File: config.mk
export PLATFORM = sky130hd
export DESIGN_NAME = mem_bus_arbiter
export DESIGN_NICKNAME = d
export VERILOG_FILES = /design/src/rtl/cpu_bus_pkg.sv /design/src/rtl/mem_bus_arbiter_rr_arb2.sv /design/src/rtl/mem_bus_arbiter.sv
export SDC_FILE = /design/constraint.sdc
export NUM_CORES = 1
export LEC_CHECK = 0
export ABC_AREA = 1
export CAP_MARGIN = 20
export CORE_UTILIZATION = 25
export CTS_CLUSTER_DIAMETER = 30
export DETAILED_ROUTE_END_ITERATION = 16
export GPL_ROUTABILITY_DRIVEN = 1
export PLACE_DENSITY_LB_ADDON = 0.3
export SLEW_MARGIN = 20
export SYNTH_ARGS = -nofsm -noshare
export SYNTH_HDL_FRONTEND = slang
export SYNTH_SLANG_ARGS = --single-unit
File: constraint.sdc
create_clock -name i_clk -period 1.6 [get_ports i_clk]
set_input_delay 0.16 -clock i_clk [delete_from_list [all_inputs] [get_ports i_clk]]
set_output_delay 0.16 -clock i_clk [all_outputs]
set_load 0.05 [all_outputs]
File: src/rtl/cpu_bus_pkg.sv
// cpu_bus_pkg
// Shared types and constants for the CPU memory-bus arbiter slice.
//   state_e     : arbiter FSM states
//   owner_t     : bus owner encoding (OWN_FETCH / OWN_EXEC)
//   *_DEFAULT   : default address / data widths
//   other_owner : returns the requester that is not the given owner
package cpu_bus_pkg;

  localparam int ADDR_W_DEFAULT = 8;
  localparam int DATA_W_DEFAULT = 8;

  typedef enum logic [1:0] {
    IDLE    = 2'd0,
    RD_WAIT = 2'd1,
    WR      = 2'd2,
    DONE    = 2'd3
  } state_e;

  typedef logic owner_t;

  localparam owner_t OWN_FETCH = 1'b0;
  localparam owner_t OWN_EXEC  = 1'b1;

  function automatic owner_t other_owner(input owner_t own);
    return (own == OWN_FETCH) ? OWN_EXEC : OWN_FETCH;
  endfunction

endpackage

File: src/rtl/mem_bus_arbiter_rr_arb2.sv
// rr_arb2
// Two-requester round-robin arbiter. The grant is combinational from the
// requests and the last_grant register; last_grant only moves when the
// parent accepts the grant via i_update.
//   i_clk, i_rst        : clock, synchronous active-high reset
//   i_req_fetch         : fetch request (already masked by the parent)
//   i_req_exec          : exec request
//   i_update            : parent took the grant this cycle
//   o_gnt_valid         : at least one requester present
//   o_gnt_owner         : winning requester
module rr_arb2
  import cpu_bus_pkg::*;
(
  input  logic   i_clk,
  input  logic   i_rst,
  input  logic   i_req_fetch,
  input  logic   i_req_exec,
  input  logic   i_update,
  output logic   o_gnt_valid,
  output owner_t o_gnt_owner
);

  owner_t r_last_grant;

  // Grant selection: a lone requester wins, a tie goes to the non-last owner
  always_comb begin
    o_gnt_valid = i_req_fetch | i_req_exec;
    if (i_req_fetch && i_req_exec) begin
      o_gnt_owner = other_owner(r_last_grant);
    end else if (i_req_exec) begin
      o_gnt_owner = OWN_EXEC;
    end else begin
      o_gnt_owner = OWN_FETCH;
    end
  end

  // last_grant register; reset to EXEC so fetch wins the first tie
  always_ff @(posedge i_clk) begin
    if (i_rst) begin
      r_last_grant <= OWN_EXEC;
    end else if (i_update) begin
      r_last_grant <= o_gnt_owner;
    end else begin
      r_last_grant <= r_last_grant;
    end
  end

endmodule

File: src/rtl/mem_bus_arbiter.sv
// mem_bus_arbiter
// Serialises fetch-stage reads and exec-stage reads/writes onto a single
// memory port. Arbitration happens only in IDLE; every transaction ends in
// a one-cycle DONE state, so back-to-back transactions have a bubble.
// All outputs are registered.
//   i_clk, i_rst                     : clock, synchronous active-high reset
//   i_f_req/i_f_addr                 : fetch read request
//   o_f_rdata/o_f_valid              : fetched byte and its one-cycle pulse
//   i_x_req/i_x_we/i_x_addr/i_x_wdata: exec access request
//   o_x_rdata/o_x_done               : exec read data and completion pulse
//   i_flush                          : cancels/masks fetch, never exec
//   o_mem_addr/o_mem_data_out/o_mem_we/i_mem_data_in : memory port
//   o_busy                           : high whenever state != IDLE
module mem_bus_arbiter
  import cpu_bus_pkg::*;
#(
  parameter int ADDR_W     = ADDR_W_DEFAULT,
  parameter int DATA_W     = DATA_W_DEFAULT,
  parameter int RD_LATENCY = 1
) (
  input  logic              i_clk,
  input  logic              i_rst,
  input  logic              i_f_req,
  input  logic [ADDR_W-1:0] i_f_addr,
  output logic [DATA_W-1:0] o_f_rdata,
  output logic              o_f_valid,
  input  logic              i_x_req,
  input  logic              i_x_we,
  input  logic [ADDR_W-1:0] i_x_addr,
  input  logic [DATA_W-1:0] i_x_wdata,
  output logic [DATA_W-1:0] o_x_rdata,
  output logic              o_x_done,
  input  logic              i_flush,
  output logic [ADDR_W-1:0] o_mem_addr,
  output logic [DATA_W-1:0] o_mem_data_out,
  output logic              o_mem_we,
  input  logic [DATA_W-1:0] i_mem_data_in,
  output logic              o_busy
);

  // RD_WAIT lasts RD_LATENCY+1 cycles: RD_LATENCY for the memory, plus the
  // capture edge itself, so the counter compares against RD_LATENCY.
  localparam logic [2:0] LAT_CNT = 3'(RD_LATENCY);

  state_e              r_state;
  state_e              w_state_nxt;
  owner_t              r_owner;
  logic [2:0]          r_cnt;
  logic                r_kill;
  logic                w_kill_nxt;

  logic [ADDR_W-1:0]   r_mem_addr;
  logic [DATA_W-1:0]   r_mem_data_out;
  logic                r_mem_we;
  logic [DATA_W-1:0]   r_f_rdata;
  logic                r_f_valid;
  logic [DATA_W-1:0]   r_x_rdata;
  logic                r_x_done;
  logic                r_busy;

  logic [ADDR_W-1:0]   w_mem_addr_nxt;
  logic [DATA_W-1:0]   w_mem_data_out_nxt;
  logic                w_mem_we_nxt;
  logic [DATA_W-1:0]   w_f_rdata_nxt;
  logic                w_f_valid_nxt;
  logic [DATA_W-1:0]   w_x_rdata_nxt;
  logic                w_x_done_nxt;

  logic                w_f_req_eff;
  logic                w_gnt_valid;
  owner_t              w_gnt_owner;
  logic                w_grant_take;
  logic                w_rd_capture;
  logic                w_fetch_owns;

  // Flush masks fetch for the arbitration it coincides with
  assign w_f_req_eff  = i_f_req & ~i_flush;
  assign w_grant_take = (r_state == IDLE) & w_gnt_valid;
  assign w_rd_capture = (r_state == RD_WAIT) & (r_cnt == LAT_CNT);
  // Fetch owns the bus during its transaction and on its own grant edge
  assign w_fetch_owns = ((r_state != IDLE) & (r_owner == OWN_FETCH)) |
                        (w_grant_take & (w_gnt_owner == OWN_FETCH));

  rr_arb2 u_rr_arb2 (
    .i_clk       (i_clk),
    .i_rst       (i_rst),
    .i_req_fetch (w_f_req_eff),
    .i_req_exec  (i_x_req),
    .i_update    (w_grant_take),
    .o_gnt_valid (w_gnt_valid),
    .o_gnt_owner (w_gnt_owner)
  );

  // State register plus owner, latency counter and kill flag
  always_ff @(posedge i_clk) begin
    if (i_rst) begin
      r_state <= IDLE;
      r_owner <= OWN_FETCH;
      r_cnt   <= 3'd0;
      r_kill  <= 1'b0;
    end else begin
      r_state <= w_state_nxt;
      r_kill  <= w_kill_nxt;
      if (w_grant_take) begin
        r_owner <= w_gnt_owner;
        r_cnt   <= 3'd0;
      end else if (r_state == RD_WAIT) begin
        r_owner <= r_owner;
        r_cnt   <= r_cnt + 3'd1;
      end else begin
        r_owner <= r_owner;
        r_cnt   <= r_cnt;
      end
    end
  end

  // Next-state logic
  always_comb begin
    w_state_nxt = r_state;
    case (r_state)
      IDLE: begin
        if (w_grant_take) begin
          if ((w_gnt_owner == OWN_EXEC) && i_x_we) begin
            w_state_nxt = WR;
          end else begin
            w_state_nxt = RD_WAIT;
          end
        end else begin
          w_state_nxt = IDLE;
        end
      end
      RD_WAIT: begin
        if (w_rd_capture) begin
          w_state_nxt = DONE;
        end else begin
          w_state_nxt = RD_WAIT;
        end
      end
      WR:      w_state_nxt = DONE;
      DONE:    w_state_nxt = IDLE;
      default: w_state_nxt = IDLE;
    endcase
  end

  // Kill: set by flush while fetch owns the bus, cleared on return to IDLE
  always_comb begin
    if (w_state_nxt == IDLE) begin
      w_kill_nxt = 1'b0;
    end else if (i_flush && w_fetch_owns) begin
      w_kill_nxt = 1'b1;
    end else begin
      w_kill_nxt = r_kill;
    end
  end

  // Output logic: next values for the registered outputs
  always_comb begin
    w_mem_addr_nxt     = r_mem_addr;
    w_mem_data_out_nxt = r_mem_data_out;
    w_mem_we_nxt       = 1'b0;
    w_f_rdata_nxt      = r_f_rdata;
    w_f_valid_nxt      = 1'b0;
    w_x_rdata_nxt      = r_x_rdata;
    w_x_done_nxt       = 1'b0;
    case (r_state)
      IDLE: begin
        if (w_grant_take) begin
          if (w_gnt_owner == OWN_EXEC) begin
            w_mem_addr_nxt = i_x_addr;
            if (i_x_we) begin
              w_mem_data_out_nxt = i_x_wdata;
              w_mem_we_nxt       = 1'b1;
            end else begin
              w_mem_data_out_nxt = r_mem_data_out;
            end
          end else begin
            w_mem_addr_nxt = i_f_addr;
          end
        end else begin
          w_mem_addr_nxt = r_mem_addr;
        end
      end
      RD_WAIT: begin
        if (w_rd_capture) begin
          if (r_owner == OWN_EXEC) begin
            w_x_rdata_nxt = i_mem_data_in;
            w_x_done_nxt  = 1'b1;
          end else if (!r_kill && !i_flush) begin
            // A flush on the capture edge itself also kills the fetch
            w_f_rdata_nxt = i_mem_data_in;
            w_f_valid_nxt = 1'b1;
          end else begin
            w_f_rdata_nxt = r_f_rdata;
          end
        end else begin
          w_f_valid_nxt = 1'b0;
        end
      end
      WR:      w_x_done_nxt = 1'b1;
      DONE:    w_mem_we_nxt = 1'b0;
      default: w_mem_we_nxt = 1'b0;
    endcase
  end

  // Output registers; reset also aborts any transaction in flight
  always_ff @(posedge i_clk) begin
    if (i_rst) begin
      r_mem_addr     <= '0;
      r_mem_data_out <= '0;
      r_mem_we       <= 1'b0;
      r_f_rdata      <= '0;
      r_f_valid      <= 1'b0;
      r_x_rdata      <= '0;
      r_x_done       <= 1'b0;
      r_busy         <= 1'b0;
    end else begin
      r_mem_addr     <= w_mem_addr_nxt;
      r_mem_data_out <= w_mem_data_out_nxt;
      r_mem_we       <= w_mem_we_nxt;
      r_f_rdata      <= w_f_rdata_nxt;
      r_f_valid      <= w_f_valid_nxt;
      r_x_rdata      <= w_x_rdata_nxt;
      r_x_done       <= w_x_done_nxt;
      r_busy         <= (w_state_nxt != IDLE);
    end
  end

  assign o_mem_addr     = r_mem_addr;
  assign o_mem_data_out = r_mem_data_out;
  assign o_mem_we       = r_mem_we;
  assign o_f_rdata      = r_f_rdata;
  assign o_f_valid      = r_f_valid;
  assign o_x_rdata      = r_x_rdata;
  assign o_x_done       = r_x_done;
  assign o_busy         = r_busy;

endmodule

== After elaboration in Yosys (flattened, before gate mapping) ==
Cells that the tools add are included.

* Output and inout port bits: 36
* Logic and storage cells: 63
* Register bits after elaboration: 44

* Eq/ne operators: 4
* Reductions and logical operators: 18
* $add $sub $neg: 1
* Mux-type cells: 13
* Bitwise logic cells: 14

{| class="wikitable"
|+ Operators with widths
! operator !! count
|-
| 8-bit 2-to-1 mux || 1
|-
| 2-bit case mux with 4 select lines || 1
|-
| 4-bit AND reduction || 2
|-
| 4-bit OR reduction || 2
|-
| 1-bit 2-to-1 mux || 7
|-
| 1-bit inverter || 7
|-
| 2-bit 2-to-1 mux || 3
|-
| 1-bit AND || 5
|-
| 2-bit equality test, second input constant || 2
|-
| 1-bit logical AND || 4
|-
| 2-bit zero test || 2
|-
| 2-bit nonzero test || 2
|-
| 2-bit OR reduction || 2
|-
| 3-bit by 1-bit adder with 3-bit output, second input constant || 1
|-
| 3-bit by 1-bit equality test with 1-bit output, second input constant || 1
|-
| 3-bit AND reduction || 1
|-
| 2-bit by 1-bit equality test with 1-bit output, second input constant || 1
|-
| 1-bit zero test || 2
|-
| 1-bit OR || 2
|-
| 1-bit case mux with 2 select lines || 1
|-
| 2-bit AND reduction || 1
|}

== Depth between registers and ports, before layout ==
* Depth in word-level cells: 10
* Mapped depth: 9

== Cells and area by module ==
Synthesis repeated with hierarchy kept, for this count alone.

* Cells, all modules: 214
* Area, all modules: 1756.7 µm²

{| class="wikitable"
|+ By module, submodules not included
! module !! area an instance (µm²) !! times used !! cells each
|-
| mem_bus_arbiter || 1701.6 || 1 || 206
|-
| rr_arb2 || 55.1 || 1 || 8
|}

== Worst setup path after synthesis ==
Ideal clock, no wire load.

* Kind: flip-flop to flip-flop
* From: reg r_state[0]
* To: reg r_mem_addr[3] (netlist: o_mem_addr[3])
* Data required time: 1.472 ns
* Clock period less this slack: 1.344 ns
* Setup slack: 0.256 ns
* Data arrival time: 1.217 ns
* Path buffers: 0
* Stages on the path, launching flop included: 10
* Cell sequence: dfxtp_1 > inv_1 > ha_1 > inv_1 > a21oi_4 > inv_2 > nand2_1 > nand2_1 > nor2_1 > nor2_1

* Cells in the longest elaborated chain, start to end: 3

{| class="wikitable"
|+ RTL lines
! item !! RTL line !! RTL
|-
| from (decl) || mem_bus_arbiter.sv:45 || <nowiki>state_e r_state;</nowiki>
|-
| from (signal assigned) || mem_bus_arbiter.sv:102 || <nowiki>r_state <= w_state_nxt;</nowiki>
|-
| 2-bit zero test * || mem_bus_arbiter.sv:78, mem_bus_arbiter.sv:165 ||
|-
| 1-bit AND || mem_bus_arbiter.sv:78 || <nowiki>assign w_grant_take = (r_state == IDLE) & w_gnt_valid;</nowiki>
|-
| 2-bit AND reduction (no source line) * || n/a ||
|-
| to (signal assigned) || mem_bus_arbiter.sv:217 || <nowiki>r_mem_addr <= w_mem_addr_nxt;</nowiki>
|-
| to (decl) || mem_bus_arbiter.sv:52 || <nowiki>logic [ADDR_W-1:0] r_mem_addr;</nowiki>
|}

Mark *: on every way between the ends. The rest lies on a longest branch, timed or not.
A chain may end at the register's enable or synchronous reset.

== Final worst setup path ==
* From: reg r_state[0]
* To: reg r_kill

* Cells in the longest elaborated chain, start to end: 6
* Elaborated cells between the ends (all ways): 16

{| class="wikitable"
|+ RTL lines
! item !! RTL line !! RTL
|-
| 2-bit by 1-bit equality test with 1-bit output / 2-bit zero test (equally long branches) || mem_bus_arbiter.sv:79, mem_bus_arbiter.sv:120, mem_bus_arbiter.sv:78 ||
|-
| 1-bit AND (on tied branches) || mem_bus_arbiter.sv:79, mem_bus_arbiter.sv:78 ||
|-
| 2-bit 2-to-1 mux (on tied branches) || mem_bus_arbiter.sv:133, mem_bus_arbiter.sv:122 ||
|-
| 2-bit case mux with 4 select lines || mem_bus_arbiter.sv:120 || <nowiki>case (r_state)</nowiki>
|-
| 2-bit zero test || mem_bus_arbiter.sv:147 || <nowiki>if (w_state_nxt == IDLE) begin</nowiki>
|-
| 2-bit OR reduction (no source line) || n/a ||
|-
| to (signal assigned) || mem_bus_arbiter.sv:103 || <nowiki>r_kill <= w_kill_nxt;</nowiki>
|-
| to (decl) || mem_bus_arbiter.sv:49 || <nowiki>logic r_kill;</nowiki>
|}

Several ways; a longest one is shown, not always the timed one.

==> impl_metrics.json <==
{
  "htreeDepth": 2,
  "dp_hpwl_um": 3438,
  "cts_buffers": 5,
  "timing.fmax_ghz": 0.6867,
  "ctsHoldBuffers": 0,
  "row_count": 30,
  "crit_family": "buffers and inverters",
  "final_hold_viol_count": 0,
  "rsz0062_at_grt": "no",
  "path_cells": "inv_1, ha_1, inv_1, a21oi_4, buf_4, nand2_4, nand2_1, nand2_1, a21oi_2",
  "leakagePower_nw": 1.225,
  "status": "complete, no violations",
  "ys_warn_count": 0,
  "finClkSkew_ns": 0.006636,
  "powerDensity_nw_per_um2": 953.3,
  "syn_area_sq_um": 1841,
  "ios": 74,
  "grt_max_degree": 25,
  "cts_setup_buffers": 0,
  "drt_iter0_markers": 54,
  "critPathBufInv": 3,
  "die_h_um": 87.80,
  "netSwitchingPower_mw": 0.7523,
  "maxCapViolCount": 0,
  "ys_ff_latch": 44,
  "worst_setup_path_end_kind": "flop",
  "firstDrtPassIters": 4,
  "dpl.cell_count": 411,
  "p_comb_share_pct": 21.8,
  "dieWidth_um": 87.80,
  "pwr-share-seq_pct": 44.4,
  "post-route-period-util_pct": 91.02,
  "path_clk_slew_ns": 0.08,
  "yosysUniqueCellTypes": 26,
  "final_cells": 419,
  "max_stage_delay_ns": 0.32,
  "cts_sinks": 44,
  "drc": 0,
  "cp.required_ns": 1.82,
  "pwr-share-clk_pct": 33.8,
  "ant_nets": 0,
  "clk_latency_ns": 0.29,
  "crit_fanout": 5,
  "crit_slowest_cell": "dfxtp_1",
  "crit_type": "reg -> reg",
  "dieArea_sq_um": 7709,
  "routed_wl_um": 4520,
  "tns_ns": 0,
  "relSlewSlack_pct": 79.23,
  "synth_flop_cell": "dfxtp_1",
  "routabilityCongestion": 0.7041,
  "async_flop_share_pct": 0,
  "cell_internal_pwr_mw": 1.894,
  "finalCriticalPeriod_ns": 1.456,
  "initial_core_util_pct": 26.50,
  "synth_cells": 238,
  "grt_use_total_pct": 11.45,
  "worstMarginPinSlew_ns": 0.3108,
  "hp-class": "in -> reg",
  "cts.root.buffer_cell": "clkbuf_8",
  "setup_viol": 0,
  "grt.overflow.total": 0,
  "rrSetupSlack_ns": 0.14,
  "antenna_cells": 0,
  "avgSynthCellArea_sq_um": 7.733,
  "final_max_slew_viol_count": 0,
  "grt_pass1_wl_um": 6810,
  "synth_nets": 281,
  "netlist.area_leader.share_pct": 47.86,
  "p_sw_share_pct": 28.43,
  "arrival_ns": 1.68,
  "drive_gt1_share_pct": 21.67,
  "drt-vias-per-instance": 4.095,
  "yosys-top-cells-area": "dfxtp_1 (48%), nand2_1 (9.8%), nor2_1 (6.3%), a21oi_1 (5.7%), nand3_1 (5.4%)",
  "grt_pass1_vias": 1558,
  "antenna_found_initial": 0,
  "syn_to_final_growth_pct": 50.85,
  "synth_edf_count": 0,
  "cts_tree": "done",
  "fp.coreArea_sq_um": 6944,
  "numPortBuffers": 73,
  "nets": 365,
  "yosys.area.top_type": "dfxtp_1",
  "synth-seq-area-share_pct": 47.86,
  "vdd_drop_max_v": 0.0003552,
  "clock_path_buffers": 2,
  "cp-start-kind": "flop",
  "post_cts_resized": 0,
  "wl_per_cell_um": 10.79,
  "vias": 1716
}
-- worst register-to-register path: stages (launching register included) --
cell and delay, ns:
dfxtp_1 0.32, inv_1 0.07, ha_1 0.19, inv_1 0.15, a21oi_4 0.21, buf_4 0.18
nand2_4 0.07, nand2_1 0.05, nand2_1 0.05, a21oi_2 0.10
-- Yosys cell counts, types with 2 or more instances --
cell and n:
nor2_1 31, inv_2 2, nand3_1 20, clkbuf_1 2, buf_2 3, buf_4 3
nand4_1 2, nand2_4 2, nand2_2 3, o21ai_0 16, a21oi_1 21, nand2_1 48
inv_1 25, ha_1 5, dfxtp_1 44
-- logic make-up (layout without fill, tap and decap cells) --
group	Yosys count	after routing	synth area share, %
compound gates	40	40	11.76
xor+xnor	1	1	0.4760
fa+ha+maj	5	5	3.399
buf+inv	37	122	8.906
flops	44	44	47.86
mux	1	1	0.5439
simple gates	110	110	27.06
-- placed cells by master (no fill, tap or decap), drive strengths merged --
| cell | netlist | routed |
|---|---|---|
| inv | 28 | 28 |
| ha | 5 | 5 |
| clkdlybuf4s50 | 0 | 37 |
| nand4 | 3 | 3 |
| o22ai | 1 | 1 |
| or2 | 1 | 1 |
| buf | 7 | 49 |
| nand2 | 53 | 53 |
| mux2i | 1 | 1 |
| o21ai | 16 | 16 |
| xnor2 | 1 | 1 |
| clkinv | 0 | 1 |
| dfxtp | 44 | 44 |
| clkbuf | 2 | 6 |
| bufinv | 0 | 1 |
| nand3 | 21 | 21 |
| nor2 | 32 | 32 |
| a21oi | 23 | 23 |
-- metrics by stage --
step	setup slack, ns	total power [mW]	hold slack [ns]	cell area, sq um	util [%]
detailed placement	0.03876	1.782	0.4379	2655	38.23
CTS	0.1253	2.676	0.4395	2776	39.98
finish	0.1437	2.647	0.4414	2776	39.98
floorplan	0.2558	1.552	0.3147	1841	-
global route	0.006708	2.765	0.4650	2776	39.98
global placement	0.07070	1.780	0.4328	2655	38.23
-- layout make-up --
class	count	area, sq um
fillers	721	4168
multi-input cells	157	795.8
repair buffers	86	750.7
well taps	96	120.1
inverters	28	107.6
clock buffers	6	82.58
clock inverters	2	38.79
flip-flops and latches	44	880.8
-- worst paths after layout --
path / cells past startpoint / from / endpoint
setup / recovery: 9 / r_state[0]$_SDFF_PP0_ / r_kill$_SDFFE_PP0P_
hold / removal: 3 / i_x_wdata[4] / o_mem_data_out[4]$_SDFFE_PP0P_
setup reg to reg: 9 / r_state[0]$_SDFF_PP0_ / r_kill$_SDFFE_PP0P_
hold reg to reg: 2 / o_x_rdata[2]$_SDFFE_PP0P_ / o_x_rdata[2]$_SDFFE_PP0P_
-- metal layers --
metal / wire [um] / share of wire (%) / GRT usage, % / up-vias
met3: 193 / 4.3 / 2.639 / 2
met2: 2205 / 49 / 19.94 / 36
met4: 39 / 0.86 / 4.024 / 0
met1: 2082 / 46 / 13.78 / 759
li1: - / - / - / 919
met5: 0 / 0 / 0 / -
-- flip-flops by register name (all words and copies together), names as in the netlist --
signal / flops
o_busy: 1
o_f_rdata: 8
o_f_valid: 1
o_mem_addr: 8
o_mem_data_out: 8
o_mem_we: 1
o_x_done: 1
o_x_rdata: 8
r_cnt: 3
r_kill: 1
r_owner: 1
r_state: 2
u_rr_arb2.r_last_grant: 1
-- power by group through the flow --
stage | clock network [mW] | logic, mW | registers (mW)
6_report | 0.895 | 0.576 | 1.18
5_1_grt | 0.958 | 0.624 | 1.18
4_1_cts | 0.916 | 0.582 | 1.18
3_5_place_dp | 0 | 0.580 | 1.20
3_3_place_gp | 0 | 0.578 | 1.20
2_1_floorplan | 0 | 0.218 | 1.33
(Power assumes the default switching activity.)
==> variant 1, RTL diff (same settings) <==
`ADDR_W_DEFAULT`: 8 -> 6.
--- a/src/rtl/cpu_bus_pkg.sv
+++ b/src/rtl/cpu_bus_pkg.sv
@@ -6,7 +6,7 @@
 //   other_owner : returns the requester that is not the given owner
 package cpu_bus_pkg;
 
-  localparam int ADDR_W_DEFAULT = 8;
+  localparam int ADDR_W_DEFAULT = 6;
   localparam int DATA_W_DEFAULT = 8;
 
   typedef enum logic [1:0] {
Interface: changed (resized i_f_addr, i_x_addr and o_mem_addr); port bits go from 74 to 68. No check against the original RTL was run, so the function may have changed too.
==> variant 1 against the original RTL <==
Power down 11%. Sequential cell count down 2. Synthesized area down 4.0%. Sequential share of layout area up 0.60 points. Critical endpoint is now o_mem_addr[3]$_SDFFE_PP0N_. Critical path type unchanged. Combinational power down 6.6%. Final area down 6.3%. Routed wire length down 4.2%. Setup slack better by 0.063 ns.
==> variant 1: results (changes against the original RTL) <==
stage,metric,value,unit,change
power,p_leak,1.14,nW,was 1.23 nW
placement,gp_congestion,0.779,,was 0.704
sta,clock-skew-final,0.00900,ns,was 0.00664 ns
routing,wl,4.33,mm,was 4.52 mm
sta,tns,0,ns,unchanged
routing,drtIter0Drc,49,,was 54
sta,max_freq,718,MHz,was 687 MHz
yosys,yosys.cell_types.count,29,,was 26
placement,dp_hpwl,3.35,mm,was 3.44 mm
grt,grt_pass1_wl,7.23,mm,was 6.81 mm
yosys,synth.top_cells.by_count,"42 x dfxtp_1, 34 x nand2_1, 34 x nor2_1",,"was 48 x nand2_1, 44 x dfxtp_1, 31 x nor2_1"
grt,gr-usage-met1,17.0,%,was 13.8%
yosys,synth_seq_area_share,47.6,%,was 47.9%
placement,port_buffers,67,,was 73
status,status,finished clean,,unchanged
power,ir_worst_vdd,0.331,mV,was 0.355 mV
grt,grt_use_total,12.5,%,was 11.5%
yosys,syn_nets,259,,was 281
grt,grt_max_degree,16,,was 25
layout,drive_gt1_share,24.5,%,was 21.7%
yosys,syn_area_per_cell,8.03,µm²,was 7.73 µm²
sta,whs,0.440,ns,was 0.441 ns
placement,place_ws,0.0191,ns,was 0.0388 ns
yosys,synth.area.top_cells,"dfxtp_1 48%, nand2_1 7.2%, nor2_1 7.2%, a21oi_1 5.4%, nand3_1 4.5%",,"was dfxtp_1 48%, nand2_1 9.8%, nor2_1 6.3%, a21oi_1 5.7%, nand3_1 5.4%"
grt,grt.met3_usage,3.27,%,was 2.64%
routing,vias,1639,,was 1716
layout,nNetsFinal,336,,was 365
setup_path,r2r_setup_slack,0.21,ns,was 0.14 ns
routing,avgViaCountPerCell,4.16,,was 4.10
sta,slew_headroom,66.5,%,was 79.2%
[variant 1: cell count changes after synthesis, sizes merged, moves of 3 or more]
| cell | before | now |
|---|---|---|
| nand4 | 3 | 0 |
| nor2 | 32 | 37 |
| o21ai | 16 | 19 |
| nand2 | 53 | 40 |
[variant 1: path summary, 6_finish.rpt]
path                             startpoint                             end  cells after the start
hold / removal                 i_x_wdata[3]  o_mem_data_out[3]$_SDFFE_PP0P_                      3
setup / recovery      r_state[0]$_SDFF_PP0_      o_mem_addr[3]$_SDFFE_PP0N_                      8
hold reg to reg   o_f_rdata[0]$_SDFFE_PP0P_       o_f_rdata[0]$_SDFFE_PP0P_                      2
setup reg to reg      r_state[0]$_SDFF_PP0_      o_mem_addr[3]$_SDFFE_PP0N_                      8
[variant 1: power breakdown]
part	internal, mW	switching (mW)
clock	0.308	0.374
sequential	1.10	0.0289
combinational	0.213	0.325
[variant 1: routing by layer]
layer	routed length, µm	part of all wire, %
met5	0	0
met4	68	1.6
met3	256	5.9
met2	1830	42
met1	2170	50
[variant 1: final cells by class]
class,instances,area (µm²)
clock inverters,2,13.8
fillers,714,4190
inverters,26,103
flip-flops and latches,42,841
well taps,96,120
multi-input cells,145,786
clock buffers,6,72.6
repair buffers,77,666
[variant 1: critical path, delay by kind of cell (launching register included)]
| family | cells | cell delay, ns |
|---|---|---|
| DFF | 1 | 0.32 |
| and+or+nand+nor | 3 | 0.27 |
| AOI/OAI and AO/OA | 1 | 0.16 |
| adders and majority gates | 1 | 0.27 |
| buffers and inverters | 3 | 0.33 |
[variant 1: cell families after synthesis]
logic type	synth area share [%]
xor gates and xnor gates	0.496
and+or+nand+nor	26.3
AOI/OAI and AO/OA	13.2
buffers and inverters	8.36
adders and majority gates	3.54
muxes	0.567
DFF	47.6
==> variant 2, RTL diff (same settings) <==
Made on the original files. Register the output `o_f_rdata` once more, cleared by the reset; this adds one clock of latency there. The other outputs are not delayed to match. Comments in the files are not updated.
--- a/src/rtl/mem_bus_arbiter.sv
+++ b/src/rtl/mem_bus_arbiter.sv
@@ -228,7 +228,13 @@
   assign o_mem_addr     = r_mem_addr;
   assign o_mem_data_out = r_mem_data_out;
   assign o_mem_we       = r_mem_we;
-  assign o_f_rdata      = r_f_rdata;
+  always_ff @(posedge i_clk) begin
+    if (i_rst) begin
+      o_f_rdata <= '0;
+    end else begin
+      o_f_rdata <= r_f_rdata;
+    end
+  end
   assign o_f_valid      = r_f_valid;
   assign o_x_rdata      = r_x_rdata;
   assign o_x_done       = r_x_done;
Formal check against the unedited RTL: not equivalent (Yosys sat finds a counterexample within 4 cycles, from zero or initial values and one cycle with i_rst high).
==> variant 2 against the original RTL <==
Routed wire length grew 2.5%. Via count grew 4.4%. Synthesized area grew 7.4%. Sequential cell count grew 8. Non-clock buffer count shrank 2. Final area grew 5.4%. Largest cell class unchanged. Combinational power grew 2%. Hold slack lost 0.037 ns. Clock skew shrank 0.00070 ns. Cell count grew 4.5%. Power grew 4.2%. Setup slack gained 0.055 ns.
==> variant 2: results (changes against the original RTL) <==
stage,metric,value,unit,change
yosys,synth_seq_area_share,52.7,%,was 47.9%
layout,nFillCells,824,,was 721
layout,multi_input_cells,147,,was 157
setup_path,r2r_setup_slack,0.20,ns,was 0.14 ns
cts,clk_pin_slew,0.10,ns,was 0.08 ns
setup_path,worstPathArrival,1.66,ns,was 1.68 ns
routing,met1Wirelength,2.17,mm,was 2.08 mm
setup_path,worst_r2r_path_depth,7,,was 9
layout,multi_input_area_share,25.4,%,was 28.7%
grt,grt_use_total,11.6,%,was 11.5%
layout,signal_buffers,84,,was 86
sta,max_freq,713,MHz,was 687 MHz
layout,nClkBuffers,5,,was 6
power,power.density,942,nW/µm²,was 953 nW/µm²
setup_path,slowest_delay,0.40,ns,was 0.32 ns
sta,tightest_slew,0.504,ns,was 0.311 ns
routing,route.met3.wl,453,µm,was 193 µm
worst_hold_path,hold_start,i_x_addr[2],,was i_x_wdata[4]
routing,wl,4.64,mm,was 4.52 mm
grt,grt.met3_usage,5.13,%,was 2.64%
sta,clock-skew-final,0.00593,ns,was 0.00664 ns
grt,grt_pass1_wl,7.67,mm,was 6.81 mm
setup_path,critPathLaunch,r_cnt[0]$_SDFFE_PP0N_,,was r_state[0]$_SDFF_PP0_
layout,seq_share,35.6,%,was 31.7%
routing,wl_met2,1.96,mm,was 2.21 mm
placement,place_ws,-0.0333,ns,was 0.0388 ns
grt,gr-usage-met2,16.8,%,was 19.9%
yosys,synth.top_cells.by_count,"52 x dfxtp_1, 47 x nand2_1, 45 x inv_1",,"was 48 x nand2_1, 44 x dfxtp_1, 31 x nor2_1"
layout,nNetsFinal,378,,was 365
yosys,syn_area_per_cell,7.91,µm²,was 7.73 µm²
power,p_leak,1.38,nW,was 1.23 nW
placement,dp_cells,430,,was 411
layout,drive_gt1_share,17.3,%,was 21.7%
layout,buffer_area_share,25.7,%,was 27.0%
layout,clock_area_share,3.21,%,was 4.37%
yosys,synth_cells,250,,was 238
yosys,syn_nets,293,,was 281
sta,whs,0.405,ns,was 0.441 ns
setup_path,path_max_fanout,9,,was 5
grt,grt_max_degree,22,,was 25
yosys,yosys.cell_types.count,21,,was 26
placement,gp_congestion,0.751,,was 0.704
placement,placed_area,2830,µm²,was 2660 µm²
setup_path,critPathTopFamily,simple AND/OR/NAND/NOR gates,,was buffers and inverters
status,status,finished clean,,unchanged
routing,avgRoutedWirePerCell,10.6,µm,was 10.8 µm
[variant 2: kinds of logic (layout without fill, tap and decap cells)]
kind of cell / Yosys count / in the layout / synth area share [%]
and+or+nand+nor: 101 / 101 / 22.8
DFF: 52 / 52 / 52.7
buffers and inverters: 51 / 137 / 10.0
AOI/OAI and AO/OA: 39 / 39 / 10.4
adders and majority gates: 5 / 5 / 3.16
xor gates and xnor gates: 1 / 1 / 0.443
muxes: 1 / 1 / 0.506
[variant 2: path summary, 6_finish.rpt]
check | endpoint
setup / recovery | r_f_rdata[2]$_SDFFE_PP0P_
hold / removal | o_mem_addr[2]$_SDFFE_PP0N_
setup reg to reg | r_f_rdata[2]$_SDFFE_PP0P_
hold reg to reg | o_f_rdata[3]$_SDFF_PP0_
[variant 2: timing repair]
item,in CTS,in global routing
hold buffers,0,0
setup endpoints to repair,4,11
gates resized for setup,4,4
